===== src/rtl/mac_ctrl_if.sv =====
// mac_ctrl_if: bundles the job, operand-stream, result-stream and MAC-drive signals of
// mac_ctrl into one interface.
//   slave  : the controller side (mac_ctrl itself)
//   master : the environment side (job source, operand source, result sink, MAC)
// Signals:
//   Start_SI/Len_DI           job start pulse and pair count
//   Busy_SO                   controller not idle
//   In0_DI/In1_DI             operand pair, InValid_SI/InReady_SO handshake
//   Out_DO                    job result, OutValid_SO/OutReady_SI handshake
//   MacClr_SO/MacWrEn_SO      MAC clear / write enable
//   MacIn0_DO/MacIn1_DO       MAC operands
//   MacOut_DI                 MAC registered accumulator
interface mac_ctrl_if #(
    parameter int unsigned WIDTH     = 24,
    parameter int unsigned IN_WIDTH  = 12,
    parameter int unsigned LEN_WIDTH = 8
);
    logic                 Start_SI;
    logic [LEN_WIDTH-1:0] Len_DI;
    logic                 Busy_SO;
    logic [IN_WIDTH-1:0]  In0_DI;
    logic [IN_WIDTH-1:0]  In1_DI;
    logic                 InValid_SI;
    logic                 InReady_SO;
    logic [WIDTH-1:0]     Out_DO;
    logic                 OutValid_SO;
    logic                 OutReady_SI;
    logic                 MacClr_SO;
    logic                 MacWrEn_SO;
    logic [IN_WIDTH-1:0]  MacIn0_DO;
    logic [IN_WIDTH-1:0]  MacIn1_DO;
    logic [WIDTH-1:0]     MacOut_DI;

    modport slave (
        input  Start_SI, Len_DI, In0_DI, In1_DI, InValid_SI, OutReady_SI, MacOut_DI,
        output Busy_SO, InReady_SO, Out_DO, OutValid_SO, MacClr_SO, MacWrEn_SO,
               MacIn0_DO, MacIn1_DO
    );

    modport master (
        output Start_SI, Len_DI, In0_DI, In1_DI, InValid_SI, OutReady_SI, MacOut_DI,
        input  Busy_SO, InReady_SO, Out_DO, OutValid_SO, MacClr_SO, MacWrEn_SO,
               MacIn0_DO, MacIn1_DO
    );
endinterface


===== src/rtl/mac_ctrl.sv =====
// mac_ctrl: sequences one multiply-accumulate job on an external MAC. A job clears the MAC,
// streams Len operand pairs into it, captures the MAC output and offers it downstream.
// Ports:
//   Clk_CI  clock, rising edge
//   Rst_RI  synchronous active-high reset
//   bus     mac_ctrl_if.slave (job, operand stream, result stream, MAC drive)
module mac_ctrl #(
    parameter int unsigned WIDTH     = 24,
    parameter int unsigned IN_WIDTH  = 12,
    parameter int unsigned LEN_WIDTH = 8
) (
    input  logic        Clk_CI,
    input  logic        Rst_RI,
    mac_ctrl_if.slave   bus
);

    typedef enum logic [2:0] {StIdle, StClear, StAcc, StDrain, StDone} state_e;

    state_e               state_q, state_d;
    logic [LEN_WIDTH-1:0] remaining_q, remaining_d;
    logic [WIDTH-1:0]     out_q, out_d;

    logic                busy;
    logic                in_ready;
    logic                out_valid;
    logic                mac_clr;
    logic                mac_wr_en;
    logic [IN_WIDTH-1:0] mac_in0;
    logic [IN_WIDTH-1:0] mac_in1;

    always_ff @(posedge Clk_CI) begin
        if (Rst_RI) begin
            state_q     <= StIdle;
            remaining_q <= '0;
            out_q       <= '0;
        end else begin
            state_q     <= state_d;
            remaining_q <= remaining_d;
            out_q       <= out_d;
        end
    end

    always_comb begin
        state_d     = state_q;
        remaining_d = remaining_q;
        out_d       = out_q;
        busy        = (state_q != StIdle);
        in_ready    = 1'b0;
        out_valid   = 1'b0;
        mac_clr     = 1'b0;
        mac_wr_en   = 1'b0;
        mac_in0     = '0;
        mac_in1     = '0;

        unique case (state_q)
            StIdle: begin
                if (bus.Start_SI) begin
                    remaining_d = bus.Len_DI;
                    state_d     = StClear;
                end
            end
            StClear: begin
                // Clear rides on a write strobe; operands stay zero.
                mac_clr   = 1'b1;
                mac_wr_en = 1'b1;
                state_d   = (remaining_q != '0) ? StAcc : StDrain;
            end
            StAcc: begin
                in_ready = 1'b1;
                if (bus.InValid_SI) begin
                    mac_wr_en   = 1'b1;
                    mac_in0     = bus.In0_DI;
                    mac_in1     = bus.In1_DI;
                    remaining_d = remaining_q - LEN_WIDTH'(1);
                    if (remaining_q == LEN_WIDTH'(1)) begin
                        state_d = StDrain;
                    end
                end
            end
            StDrain: begin
                // MAC output now reflects the last write; capture it.
                out_d   = bus.MacOut_DI;
                state_d = StDone;
            end
            StDone: begin
                out_valid = 1'b1;
                if (bus.OutReady_SI) begin
                    state_d = StIdle;
                end
            end
            default: begin
                state_d = StIdle;
            end
        endcase
    end

    assign bus.Busy_SO     = busy;
    assign bus.InReady_SO  = in_ready;
    assign bus.OutValid_SO = out_valid;
    assign bus.Out_DO      = out_q;
    assign bus.MacClr_SO   = mac_clr;
    assign bus.MacWrEn_SO  = mac_wr_en;
    assign bus.MacIn0_DO   = mac_in0;
    assign bus.MacIn1_DO   = mac_in1;

endmodule


===== src/flat_wrapper.sv =====
// flat-port wrapper written by rule: the top's interface ports become plain ports
module mac_ctrl_flat 
#(
    parameter int unsigned WIDTH     = 24,
    parameter int unsigned IN_WIDTH  = 12,
    parameter int unsigned LEN_WIDTH = 8
)
  (Clk_CI, Rst_RI, bus_Start_SI, bus_Len_DI, bus_In0_DI, bus_In1_DI, bus_InValid_SI, bus_OutReady_SI, bus_MacOut_DI, bus_Busy_SO, bus_InReady_SO, bus_Out_DO, bus_OutValid_SO, bus_MacClr_SO, bus_MacWrEn_SO, bus_MacIn0_DO, bus_MacIn1_DO);
  mac_ctrl_if #(.WIDTH(WIDTH), .IN_WIDTH(IN_WIDTH), .LEN_WIDTH(LEN_WIDTH)) bus_i ();
  input  logic Clk_CI;
  input  logic Rst_RI;
  input wire logic [$bits(bus_i.Start_SI)-1:0] bus_Start_SI;
  input wire logic [$bits(bus_i.Len_DI)-1:0] bus_Len_DI;
  input wire logic [$bits(bus_i.In0_DI)-1:0] bus_In0_DI;
  input wire logic [$bits(bus_i.In1_DI)-1:0] bus_In1_DI;
  input wire logic [$bits(bus_i.InValid_SI)-1:0] bus_InValid_SI;
  input wire logic [$bits(bus_i.OutReady_SI)-1:0] bus_OutReady_SI;
  input wire logic [$bits(bus_i.MacOut_DI)-1:0] bus_MacOut_DI;
  output wire logic [$bits(bus_i.Busy_SO)-1:0] bus_Busy_SO;
  output wire logic [$bits(bus_i.InReady_SO)-1:0] bus_InReady_SO;
  output wire logic [$bits(bus_i.Out_DO)-1:0] bus_Out_DO;
  output wire logic [$bits(bus_i.OutValid_SO)-1:0] bus_OutValid_SO;
  output wire logic [$bits(bus_i.MacClr_SO)-1:0] bus_MacClr_SO;
  output wire logic [$bits(bus_i.MacWrEn_SO)-1:0] bus_MacWrEn_SO;
  output wire logic [$bits(bus_i.MacIn0_DO)-1:0] bus_MacIn0_DO;
  output wire logic [$bits(bus_i.MacIn1_DO)-1:0] bus_MacIn1_DO;
  assign bus_i.Start_SI = bus_Start_SI;
  assign bus_i.Len_DI = bus_Len_DI;
  assign bus_i.In0_DI = bus_In0_DI;
  assign bus_i.In1_DI = bus_In1_DI;
  assign bus_i.InValid_SI = bus_InValid_SI;
  assign bus_i.OutReady_SI = bus_OutReady_SI;
  assign bus_i.MacOut_DI = bus_MacOut_DI;
  assign bus_Busy_SO = bus_i.Busy_SO;
  assign bus_InReady_SO = bus_i.InReady_SO;
  assign bus_Out_DO = bus_i.Out_DO;
  assign bus_OutValid_SO = bus_i.OutValid_SO;
  assign bus_MacClr_SO = bus_i.MacClr_SO;
  assign bus_MacWrEn_SO = bus_i.MacWrEn_SO;
  assign bus_MacIn0_DO = bus_i.MacIn0_DO;
  assign bus_MacIn1_DO = bus_i.MacIn1_DO;
  mac_ctrl #(.WIDTH(WIDTH), .IN_WIDTH(IN_WIDTH), .LEN_WIDTH(LEN_WIDTH)) u_core (.Clk_CI(Clk_CI), .Rst_RI(Rst_RI), .bus(bus_i));
endmodule

===== config.mk =====
export PLATFORM = sky130hd
export DESIGN_NAME = mac_ctrl_flat
export DESIGN_NICKNAME = d
export VERILOG_FILES = /design/src/rtl/mac_ctrl_if.sv /design/src/rtl/mac_ctrl.sv /design/src/flat_wrapper.sv
export SDC_FILE = /design/constraint.sdc
export NUM_CORES = 1
export LEC_CHECK = 0
export BUFFER_PORTS_ARGS = -buffer_cell sky130_fd_sc_hd__buf_4
export CAP_MARGIN = 20
export CORE_UTILIZATION = 42
export DETAILED_ROUTE_END_ITERATION = 7
export GPL_TIMING_DRIVEN = 0
export PLACE_DENSITY = 0.8
export SLEW_MARGIN = 25
export SYNTH_ARGS = -nofsm -noshare
export SYNTH_HDL_FRONTEND = slang
export SYNTH_SLANG_ARGS = --single-unit

===== constraint.sdc =====
create_clock -name Clk_CI -period 2.21 [get_ports Clk_CI]
set_clock_uncertainty 0.05 [all_clocks]
set_input_delay 0.442 -clock Clk_CI [delete_from_list [all_inputs] [get_ports Clk_CI]]
set_output_delay 0.442 -clock Clk_CI [all_outputs]
set_load 0.05 [all_outputs]

Yosys cells after proc, flatten, opt, wreduce, memory -nomap -nowiden --
Cells that the tools add are included.
Operators by class: $add $sub $neg 1, equal/unequal tests 9, muxes and demuxes 18, reductions and logical operators 6
Operators with widths (count):
- 2-to-1 mux 12 bit | 4
- 2-to-1 mux 8 bit | 2
- one-hot mux 8 bit (2 select lines) | 1
- one-hot mux 3 bit (5 select lines) | 1
- 2-to-1 mux 3 bit | 4
- == test 8 x 1 -> 1 bit, second input constant | 1
- nonzero test 8 bit | 1
- subtractor 8 x 1 -> 8 bit, second input constant | 1
- == test 3 x 2 -> 1 bit, second input constant | 2
- inequality test 2 bit, second input constant | 3
- 2-to-1 mux 1 bit | 5
- AND reduction 4 bit | 1
- == test 3 x 1 -> 1 bit, second input constant | 1
- == test 3 bit, second input constant | 1
- zero test 3 bit | 1
- AND reduction 3 bit | 1
- nonzero test 3 bit | 1
- inequality test 2 x 1 -> 1 bit, second input constant | 1
- one-hot mux 1 bit (2 select lines) | 1
- nonzero test 2 bit | 1
Storage, ports and cells: register bits after elaboration 35, output and inout port bits 53, logic and storage cells 37

Longest topological paths before layout --
Gate-level depths: netlist of run 1.
word-level depth 4, depth in mapped cells 7

Least setup slack after synthesis of run 1 --
Ideal clock, no wire load.
kind reg-to-output, start point register u_core.state_q[1], end point output port bus_OutValid_SO, arrival 1633 ps, setup slack 85 ps, stages on the path, launching flop included 3, cells stage by stage dfxtp_1 > buf_4 > nor3b_1
Between the ends: cells in the longest elaborated chain, start to end 2
Ends and longest elaborated chain:
- from (decl) | RTL line mac_ctrl.sv:19 | state_e state_q, state_d;
- from (signal assigned) | RTL line mac_ctrl.sv:33 | state_q <= StIdle;
- from (signal assigned) | RTL line mac_ctrl.sv:37 | state_q <= state_d;
- == test 3 bit | RTL line mac_ctrl.sv:55 | unique case (state_q)
- 2-to-1 mux 1 bit | RTL line mac_ctrl.sv:55
- to (decl) | RTL line flat_wrapper.sv:22 | output wire logic [$bits(bus_i.OutValid_SO)-1:0] bus_OutValid_SO;
Every way passes these cells.

Final worst setup path of run 1 --
start point register u_core.state_q[1], end point output port bus_MacIn1_DO[6]
Between the ends: cells in the longest elaborated chain, start to end 2
Ends and longest elaborated chain:
- == test 3 x 2 -> 1 bit | RTL line mac_ctrl.sv:55
- 2-to-1 mux 12 bit | RTL line mac_ctrl.sv:55
- to (decl) | RTL line flat_wrapper.sv:26 | output wire logic [$bits(bus_i.MacIn1_DO)-1:0] bus_MacIn1_DO;
Every way passes these cells.

==> reports/metrics.yaml, run 1 <==
max_freq_mhz: 460.9
start_util_pct: 45.62
dp_hpwl_microns: 3892
swShare_pct: 43.48
antenna_found_initial: 0
placementRows: 22
synthMuxAreaShare_pct: 0.8664
cp_num_cells: 6
slew_viol_final: 0
slowest_delay_ns: 0.39
cts_buffers: 5
diodes: 0
numPortBuffers: 112
worstSetupPathType: "reg2out"
cts_tree: "done"
drive_gt1_share_pct: 42.33
track_usage_pct: 24.58
placed_cells: 386
peakVddDrop_v: 0.0006697
hold_viol: 0
route.detailed.drc: 0
p_leak_nw: 1.365
crit_path_top_delay_cell: "or3b_4"
path_max_fanout: 10
timing.rr.end: "u_core.bus.Out_DO[19]$_SDFFE_PP0P_"
grt_pass1_wl_microns: 8114
whs_ns: 0.3127
yosys_warnings: 0
die_area_sq_mm: 0.004387
vias: 2054
post-route-period-util_pct: 98.18
coreArea_sq_mm: 0.003799
synthToLayoutAreaGrowth_pct: 69.31
switching_power_w: 0.001333
gr-total-overflow: 0
vias_per_cell: 5.135
ys_types: 37
cts_buffer_depth: 2
fin_setup_tns_ns: 0
routedWlPerCell_microns: 13.39
final_nets: 415
hp-class: "in2reg"
clock_sinks: 35
grt_max_degree: 13
hp-start: "Rst_RI"
finalCriticalPeriod_ns: 2.170
crit_required_ns: 1.72
die_w_microns: 66.24
setup_viol: 0
synth-edff-count: 0
synth_top_family_by_area: "simple AND/OR/NAND/NOR gates"
ant_nets: 0
synth_fa_ha_area_share_pct: 2.166
place_congestion: 0.8241
combinationalPowerShare_pct: 53.9
final_common_cell: "buf_4"
die_height_microns: 66.24
reg2regPathDepth: 8
whs_path_depth: 2
ys_seq_area_share_pct: 40.43
place_area_sq_mm: 0.002634
synth-simple-area-share_pct: 32.85
synthXorXnorAreaFrac_pct: 0.5054
final_cell_mix: "99 x buf_4, 56 x nand2_1, 35 x a21oi_1"
grt_pass1_vias: 1838
drt_iter0_drc: 71
r2r_slack_ns: 0.39
synth_compound_area_share_pct: 16.53
boundaryPins: 114
p_seq_share_pct: 27.3
ctsHoldBuffers: 0
worst_pin_slew_ns: 0.5023
avgSynthCellArea_sq_um: 7.668
drv_cap: 0
crit_arrival_ns: 1.68
p_total_w: 0.003066
clk_pin_slew_ns: 0.07
cp_common_cell: "buf_6"
end_kind: "output pin"
synthArstFlopShare_pct: 0
clkPwrFrac_pct: 18.9
rr_startpoint: "u_core.state_q[1]$_SDFFE_PP0P_"
cp-start-kind: "flop"
syn-cell-area_sq_mm: 0.001733
clk_latency_ns: 0.29
routed_wl_microns: 5354
maxSlewHeadroom_pct: 66.44
netlist_instances: 226
worst-path-buf-inv: 4
dominantRegCellSynth: "dfxtp_1"
powerDensity_mw_per_mm2: 1045
synth_seq_cells: 35
status: "finished, final reports clean"
p_int_w: 0.001733
clockRootBuffer: "clkbuf_8"
crit_family: "simple AND/OR/NAND/NOR gates"
cp_cell_sequence: "buf_6 -> or3b_4 -> clkinv_4 -> buf_6 -> and3_1 -> buf_6"
hold_end: "u_core.state_q[0]$_SDFFE_PP0P_"
htree_levels: 2
drtPass1Iterations: 4
synth_nets: 290
final_area_sq_mm: 0.002934
layout.cells.non_filler: 400
-- kinds of logic (layout without fill, tap and decap cells) --
logic type / count (synthesis) / count (layout)
adder cells (fa/ha/maj): 3 / 3
AO/OA/AOI/OAI: 52 / 52
XOR/XNOR: 1 / 1
buffers and inverters: 22 / 148
AND/OR/NAND/NOR: 112 / 112
multiplexers: 1 / 1
flip-flops: 35 / 35
-- state kept, by name, summed over array words and instances, names as in the netlist --
| name | cells |
|---|---|
| u_core.bus.Out_DO | 24 |
| u_core.state_q | 3 |
| u_core.remaining_q | 8 |
-- power by group through the flow --
stage                     combinational (W)  clock, W  sequential [W]
after detailed placement            0.00149         0        0.000840
after global routing                0.00177  0.000623        0.000851
final                               0.00165  0.000578        0.000836
after global placement              0.00147         0        0.000836
after floorplan                    0.000939         0        0.000955
after CTS                           0.00160  0.000590        0.000828
-- how the worst max path moves through the flow --
stage                                        start                to  slack [ns]
global route        u_core.state_q[1]$_SDFFE_PP0P_  bus_MacIn0_DO[3]       -0.02
global placement    u_core.state_q[1]$_SDFFE_PP0P_  bus_MacIn1_DO[2]        0.08
floorplan           u_core.state_q[1]$_SDFFE_PP0P_   bus_OutValid_SO        0.08
finish              u_core.state_q[1]$_SDFFE_PP0P_  bus_MacIn1_DO[6]        0.04
detailed placement  u_core.state_q[1]$_SDFFE_PP0P_  bus_MacIn0_DO[6]        0.06
CTS                 u_core.state_q[1]$_SDFFE_PP0P_  bus_MacIn1_DO[9]        0.04
-- Yosys cell counts (all sizes together), types with 4 or more instances --
cell | number | area share, %
a21oi | 35 | 10
and3 | 24 | 8.7
buf | 5 | 2.7
clkbuf | 12 | 2.6
dfxtp | 35 | 40
inv | 4 | 0.87
nand2 | 56 | 12
nand2b | 5 | 1.8
nor2 | 6 | 1.3
nor3 | 4 | 1.2
o21ai | 8 | 2.3
or4 | 4 | 1.9
-- routing by layer --
| layer | GRT usage [%] | vias to the layer above | share of wire, % |
|---|---|---|---|
| li1 | - | 1028 | - |
| met1 | 25.96 | 919 | 38 |
| met2 | 41.71 | 95 | 50 |
| met3 | 9.310 | 12 | 9.9 |
| met4 | 13.56 | 0 | 2.4 |
| met5 | 0 | - | 0 |
-- repair_timing --
item	4_1_cts	5_1_grt
resized for setup	24	15
setup endpoints to repair	25	24
buffers inserted	4	2
-- through the flow --
step,util [%],worst slack [ns]
after global routing,77.24,-0.01869
after floorplan,-,0.08452
after detailed placement,69.33,0.05841
final,77.24,0.04019
after global placement,69.33,0.08368
after CTS,75.49,0.04041
-- cell type report --
type,instances,area (sq um)
plain buffers,17,112.6
clock buffers,5,68.82
clock inverters,3,43.79
fillers,297,864.6
inverters,5,23.77
multi-input cells,169,952.2
flip-flops and latches,35,704.4
well taps,48,60.06
repair buffers,118,968.4
(Power assumes the default switching activity.)
==> run 2: changes to the inputs <==
- ABC_AREA: default -> 1
- CORE_MARGIN: default -> 8
- PLACE_DENSITY: 0.8 -> 0.79
==> reports/metrics.yaml, run 2 <==
p_seq_share_pct: 28.9  # +1.6 points
finalCriticalPeriod_ns: 2.129  # -0.04038 ns
setup_viol: 0  # unchanged
die_height_microns: 81.23  # +23%
cts_tree: "done"
synth.top_cell.area_share_pct: 39.22  # -1.2 points
diodes: 0  # unchanged
drv_cap: 0  # unchanged
ys_seq_area_share_pct: 39.22  # -1.2 points
swShare_pct: 48.97  # +5.5 points
clock_sinks: 35  # unchanged
clockRootBuffer: "clkbuf_8"
avgSynthCellArea_sq_um: 6.313  # -18%
maxSlewHeadroom_pct: 73.81  # +7.4 points
gr-total-overflow: 0  # unchanged
rsz0062_at_grt: "true"
post-route-period-util_pct: 96.35  # -1.8 points
coreArea_sq_mm: 0.004058  # +6.8%
hold_viol: 0  # unchanged
yosysTopAreaCell: "dfxtp_1"
cts_buffer_depth: 2  # unchanged
layout_setup_ws_ns: 0.08057  # +0.04038 ns
end_kind: "output pin"
synth-simple-area-share_pct: 38.80  # +5.9 points
antenna_found_initial: 0  # unchanged
layout.cells.non_filler: 452  # +13%
path_max_fanout: 10  # unchanged
yosysMostFrequentCell: "nor2_1"
synthMuxAreaShare_pct: 0  # -0.87 points
start_util_pct: 44.03  # -1.6 points
placed_cells: 445  # +15%
synth-edff-count: 0  # unchanged
grt_pass1_vias: 2079  # +13%
dominantRegCellSynth: "dfxtp_1"
synth_compound_area_share_pct: 11.20  # -5.3 points
worst_pin_slew_ns: 0.3928  # -0.1095 ns
final_nets: 467  # +13%
route.detailed.drc: 0  # unchanged
cp-start-kind: "flop"
clk_pin_slew_ns: 0.07  # about the same
combinationalPowerShare_pct: 57.0  # +3.1 points
crit_path_top_delay_cell: "dfxtp_1"
worstSetupPathType: "reg2out"
synthArstFlopShare_pct: 0  # unchanged
p_leak_nw: 1.426  # +4.5%
synth_nets: 347  # +20%
vias_per_cell: 4.752  # -7.5%
post-place-ws_ns: 0.3227  # +0.2643 ns
routed_wl_microns: 5842  # +9.1%
synthXorXnorAreaFrac_pct: 0  # -0.51 points
largest_reg_flops: 24  # unchanged
syn-cell-area_sq_mm: 0.001787  # +3.1%
worst-path-buf-inv: 5  # +1
place_congestion: 0.8441  # +2.4%
synthToLayoutAreaGrowth_pct: 58.47
vias: 2148  # +4.6%
powerDensity_mw_per_mm2: 1079  # +3.3%
status: "finished, final reports clean"
clkPwrFrac_pct: 14.1  # -4.8 points
final_common_cell: "buf_4"
synth_common_cells: "88 x nor2_1, 62 x nand2_1, 35 x dfxtp_1, 29 x o21ai_0, 17 x inv_1"
grt_pass1_wl_microns: 9211  # +14%
crit_required_ns: 1.72  # about the same
synth_top_family_by_area: "simple AND/OR/NAND/NOR gates"
peakVddDrop_v: 0.0005709  # -15%
ys_types: 21  # -43%
track_usage_pct: 17.32  # -7.3 points
grt_max_degree: 11  # -2
ant_nets: 0  # unchanged
placementRows: 23  # +4.5%
numPortBuffers: 112  # unchanged
netlist_top_cells_area: "dfxtp_1 39%, nor2_1 18%, nand2_1 13%, o21ai_0 8.1%, inv_1 3.6%"
whs_ns: 0.3308  # +0.01813 ns
yosys_warnings: 0  # unchanged
slew_viol_final: 0  # unchanged
crit_arrival_ns: 1.64  # -0.04 ns
die_w_microns: 81.23  # +23%
final_cell_mix: "105 x buf_4, 86 x nor2_1, 62 x nand2_1"
slowest_delay_ns: 0.35  # -0.04 ns
drt_iter0_drc: 158  # +120%
cp_common_cell: "buf_4"
routedWlPerCell_microns: 12.92  # -3.4%
cp_cell_sequence: "inv_2 -> nand3_2 -> buf_4 -> buf_6 -> clkbuf_4 -> nor2_1 -> buf_4"
drtPass1Iterations: 4  # unchanged
die_area_sq_mm: 0.006598  # +50%
crit_family: "buffers and inverters"
dp_hpwl_microns: 4652  # +20%
switching_power_w: 0.001496  # +12%
synth_seq_cells: 35  # unchanged
drive_gt1_share_pct: 34.08  # -8.2 points
synth_fa_ha_area_share_pct: 2.101  # -0.065 points
netlist_instances: 283  # +25%
hp-class: "in2reg"
htree_levels: 2  # unchanged
boundaryPins: 114  # unchanged
clk_latency_ns: 0.28  # about the same
cts_buffers: 5  # unchanged
max_freq_mhz: 469.6  # +1.9%
p_int_w: 0.001559  # -10%
ctsHoldBuffers: 0  # unchanged
==> run 2: power groups by stage <==
stage               logic [W]  clock network [W]  registers, W
floorplan             0.00103                  0       0.00108
global placement      0.00170                  0      0.000881
detailed placement    0.00172                  0      0.000887
CTS                   0.00172           0.000448      0.000874
global route          0.00190           0.000475      0.000900
finish                0.00174           0.000432      0.000883
==> run 2: cell families (layout without fill, tap and decap cells) <==
kind of cell | count (synthesis) | in the layout
fa+ha+maj | 3 | 3
compound gates | 40 | 40
buf+inv | 33 | 152
flops | 35 | 35
simple gates | 172 | 172
==> run 2: stage by stage <==
stage                     utilization, %  setup TNS (ns)  instance area (sq um)  power (W)
after detailed placement           66.42               0                   2695   0.002604
final                              69.78               0                   2831   0.003055
after global routing               69.78         -0.1902                   2831   0.003276
after global placement             66.42               0                   2695   0.002579
after CTS                          68.30               0                   2771   0.003043
after floorplan                        -               0                   1792   0.002103
==> run 2: final timing paths <==
check                                                         from                            endpoint  slack, ns  cells after the start
worst max-delay path                u_core.state_q[0]$_SDFFE_PP0P_                   bus_MacIn1_DO[10]       0.08                      7
worst min-delay path                                        Rst_RI  u_core.remaining_q[2]$_SDFFE_PP0P_       0.33                      2
worst max register to register  u_core.remaining_q[0]$_SDFFE_PP0P_  u_core.remaining_q[4]$_SDFFE_PP0P_       0.86                      8
worst min register to register  u_core.bus.Out_DO[19]$_SDFFE_PP0P_  u_core.bus.Out_DO[19]$_SDFFE_PP0P_       0.43                      2
==> run 2: what timing repair did <==
action,in CTS,in global routing
resized for setup,1,17
setup buffers,0,1
gates cloned,0,0
pin swaps,0,0
endpoints found under the setup margin,2,20
==> run 2: layer usage <==
| metal | vias up | share of wire, % | GRT usage [%] |
|---|---|---|---|
| li1 | 1123 | - | - |
| met1 | 955 | 37 | 16.89 |
| met2 | 63 | 51 | 31.11 |
| met3 | 7 | 11 | 9.492 |
| met4 | 0 | 1.2 | 4.464 |
| met5 | - | 0 | 0 |
==> run 2: cell type report <==
class                   count  area, sq um
clock buffers               5        68.82
plain buffers              15        92.59
clock inverters             1        7.507
repair buffers            113        889.6
inverters                  18        67.56
multi-input cells         215        940.9
fillers                   368         1226
well taps                  50        62.56
flip-flops and latches     35        701.9
==> run 3: changes to the inputs <==
- clock period: 2.21 -> 2.2 ns (I/O delays scaled with it)
==> reports/metrics.yaml, run 3 (same netlist as run 2, synthesis figures left out) <==
clk_latency_ns: 0.29  # about the same
diodes: 0  # unchanged
numPortBuffers: 112  # unchanged
die_w_microns: 81.23  # unchanged
antenna_found_initial: 0  # unchanged
layout.cells.non_filler: 452  # unchanged
htree_levels: 2  # unchanged
powerDensity_mw_per_mm2: 1082  # +0.31%
setup_viol: 0  # unchanged
hold_viol: 0  # unchanged
fin_setup_tns_ns: 0  # unchanged
cts_buffers: 5  # unchanged
finalCriticalPeriod_ns: 2.097
vias: 2146  # -0.093%
die_height_microns: 81.23  # unchanged
place_congestion: 0.8441  # unchanged
slew_viol_final: 0  # unchanged
routedWlPerCell_microns: 12.90  # -0.22%
clk_pin_slew_ns: 0.07  # about the same
routed_wl_microns: 5829  # -0.22%
ant_nets: 0  # unchanged
maxSlewHeadroom_pct: 73.82  # about the same
grt_pass1_vias: 2079  # unchanged
dp_hpwl_microns: 4652  # unchanged
track_usage_pct: 17.32  # unchanged
worst_pin_slew_ns: 0.3927  # -0.00004542 ns
max_freq_mhz: 476.8
route.detailed.drc: 0  # unchanged
placed_cells: 445  # unchanged
crit_arrival_ns: 1.61  # -0.03 ns
coreArea_sq_mm: 0.004058  # unchanged
drive_gt1_share_pct: 34.33  # +0.25 points
clockRootBuffer: "clkbuf_8"
largest_reg_flops: 24  # unchanged
drtPass1Iterations: 4  # unchanged
cp-start-kind: "flop"
clock_sinks: 35  # unchanged
synthToLayoutAreaGrowth_pct: 58.75
gr-total-overflow: 0  # unchanged
hp-class: "in2reg"
drv_cap: 0  # unchanged
grt_pass1_wl_microns: 9211  # unchanged
grt_max_degree: 11  # unchanged
path_max_fanout: 10  # unchanged
start_util_pct: 44.03  # unchanged
drt_iter0_drc: 112  # -29%
final_common_cell: "buf_4"
final_cell_mix: "104 x buf_4, 86 x nor2_1, 62 x nand2_1"
cts_tree: "done"
vias_per_cell: 4.748  # about the same
cts_buffer_depth: 2  # unchanged
post-route-period-util_pct: 95.34
die_area_sq_mm: 0.006598  # unchanged
crit_required_ns: 1.71  # about the same
final_nets: 467  # unchanged
worstSetupPathType: "reg2out"
placementRows: 23  # unchanged
p_leak_nw: 1.427  # about the same
peakVddDrop_v: 0.0005741  # +0.56%
status: "finished, final reports clean"
end_kind: "output pin"
boundaryPins: 114  # unchanged
==> run 3: area by class of cell <==
| cell class | instances | area, sq um |
|---|---|---|
| well taps | 50 | 62.56 |
| repair buffers | 113 | 893.4 |
| clock inverters | 1 | 7.507 |
| fillers | 365 | 1221 |
| clock buffers | 5 | 68.82 |
| multi-input cells | 215 | 940.9 |
| flip-flops and latches | 35 | 703.2 |
| inverters | 18 | 67.56 |
| plain buffers | 15 | 92.59 |
==> run 3: what timing repair did <==
item | in CTS | in global routing
endpoints found under the hold margin | 0 | 0
hold buffers | 0 | 0
resized for setup | 1 | 19
setup buffers | 0 | 1
endpoints found under the setup margin | 11 | 20
==> run 3: final timing paths <==
check	to	slack [ns]	start	cells after the start
setup / recovery	bus_MacIn1_DO[10]	0.10	u_core.state_q[0]$_SDFFE_PP0P_	7
hold / removal	u_core.remaining_q[2]$_SDFFE_PP0P_	0.33	Rst_RI	2
setup reg to reg	u_core.remaining_q[4]$_SDFFE_PP0P_	0.85	u_core.remaining_q[0]$_SDFFE_PP0P_	8
hold reg to reg	u_core.bus.Out_DO[19]$_SDFFE_PP0P_	0.43	u_core.bus.Out_DO[19]$_SDFFE_PP0P_	2
==> run 3: where the power goes <==
group          switching [W]  internal [W]  total, W
sequential          0.000117      0.000771  0.000888
clock               0.000224      0.000210  0.000434
combinational        0.00116      0.000588   0.00175
total                0.00150       0.00157   0.00307
==> run 3: through the flow <==
step                      hold slack [ns]  setup WS [ns]  area (sq um)  total power [W]  utilization [%]
after floorplan                    0.4098        0.05432          1792         0.002113                -
after global placement             0.4129         0.3281          2695         0.002590            66.42
after detailed placement           0.4234         0.3147          2695         0.002616            66.42
after CTS                          0.3142        0.03036          2771         0.003057            68.30
after global routing               0.3210       -0.02005          2836         0.003295            69.90
final                              0.3266         0.1026          2836         0.003070            69.90
==> run 3: metal layers <==
metal	part of all wire [%]	global-route usage, %	vias up
met5	0	0	-
met4	1.2	4.464	0
met3	10	9.492	7
met2	51	31.11	59
met1	37	16.89	955
li1	-	-	1125
==> run 3: worst max-delay path, stage by stage, from the launching register on <==
cell and delay, ns:
dfxtp_2 0.34, inv_2 0.08, nand3_2 0.08, buf_4 0.18, buf_6 0.14, clkbuf_4 0.18, nor2_1 0.11, buf_4 0.21
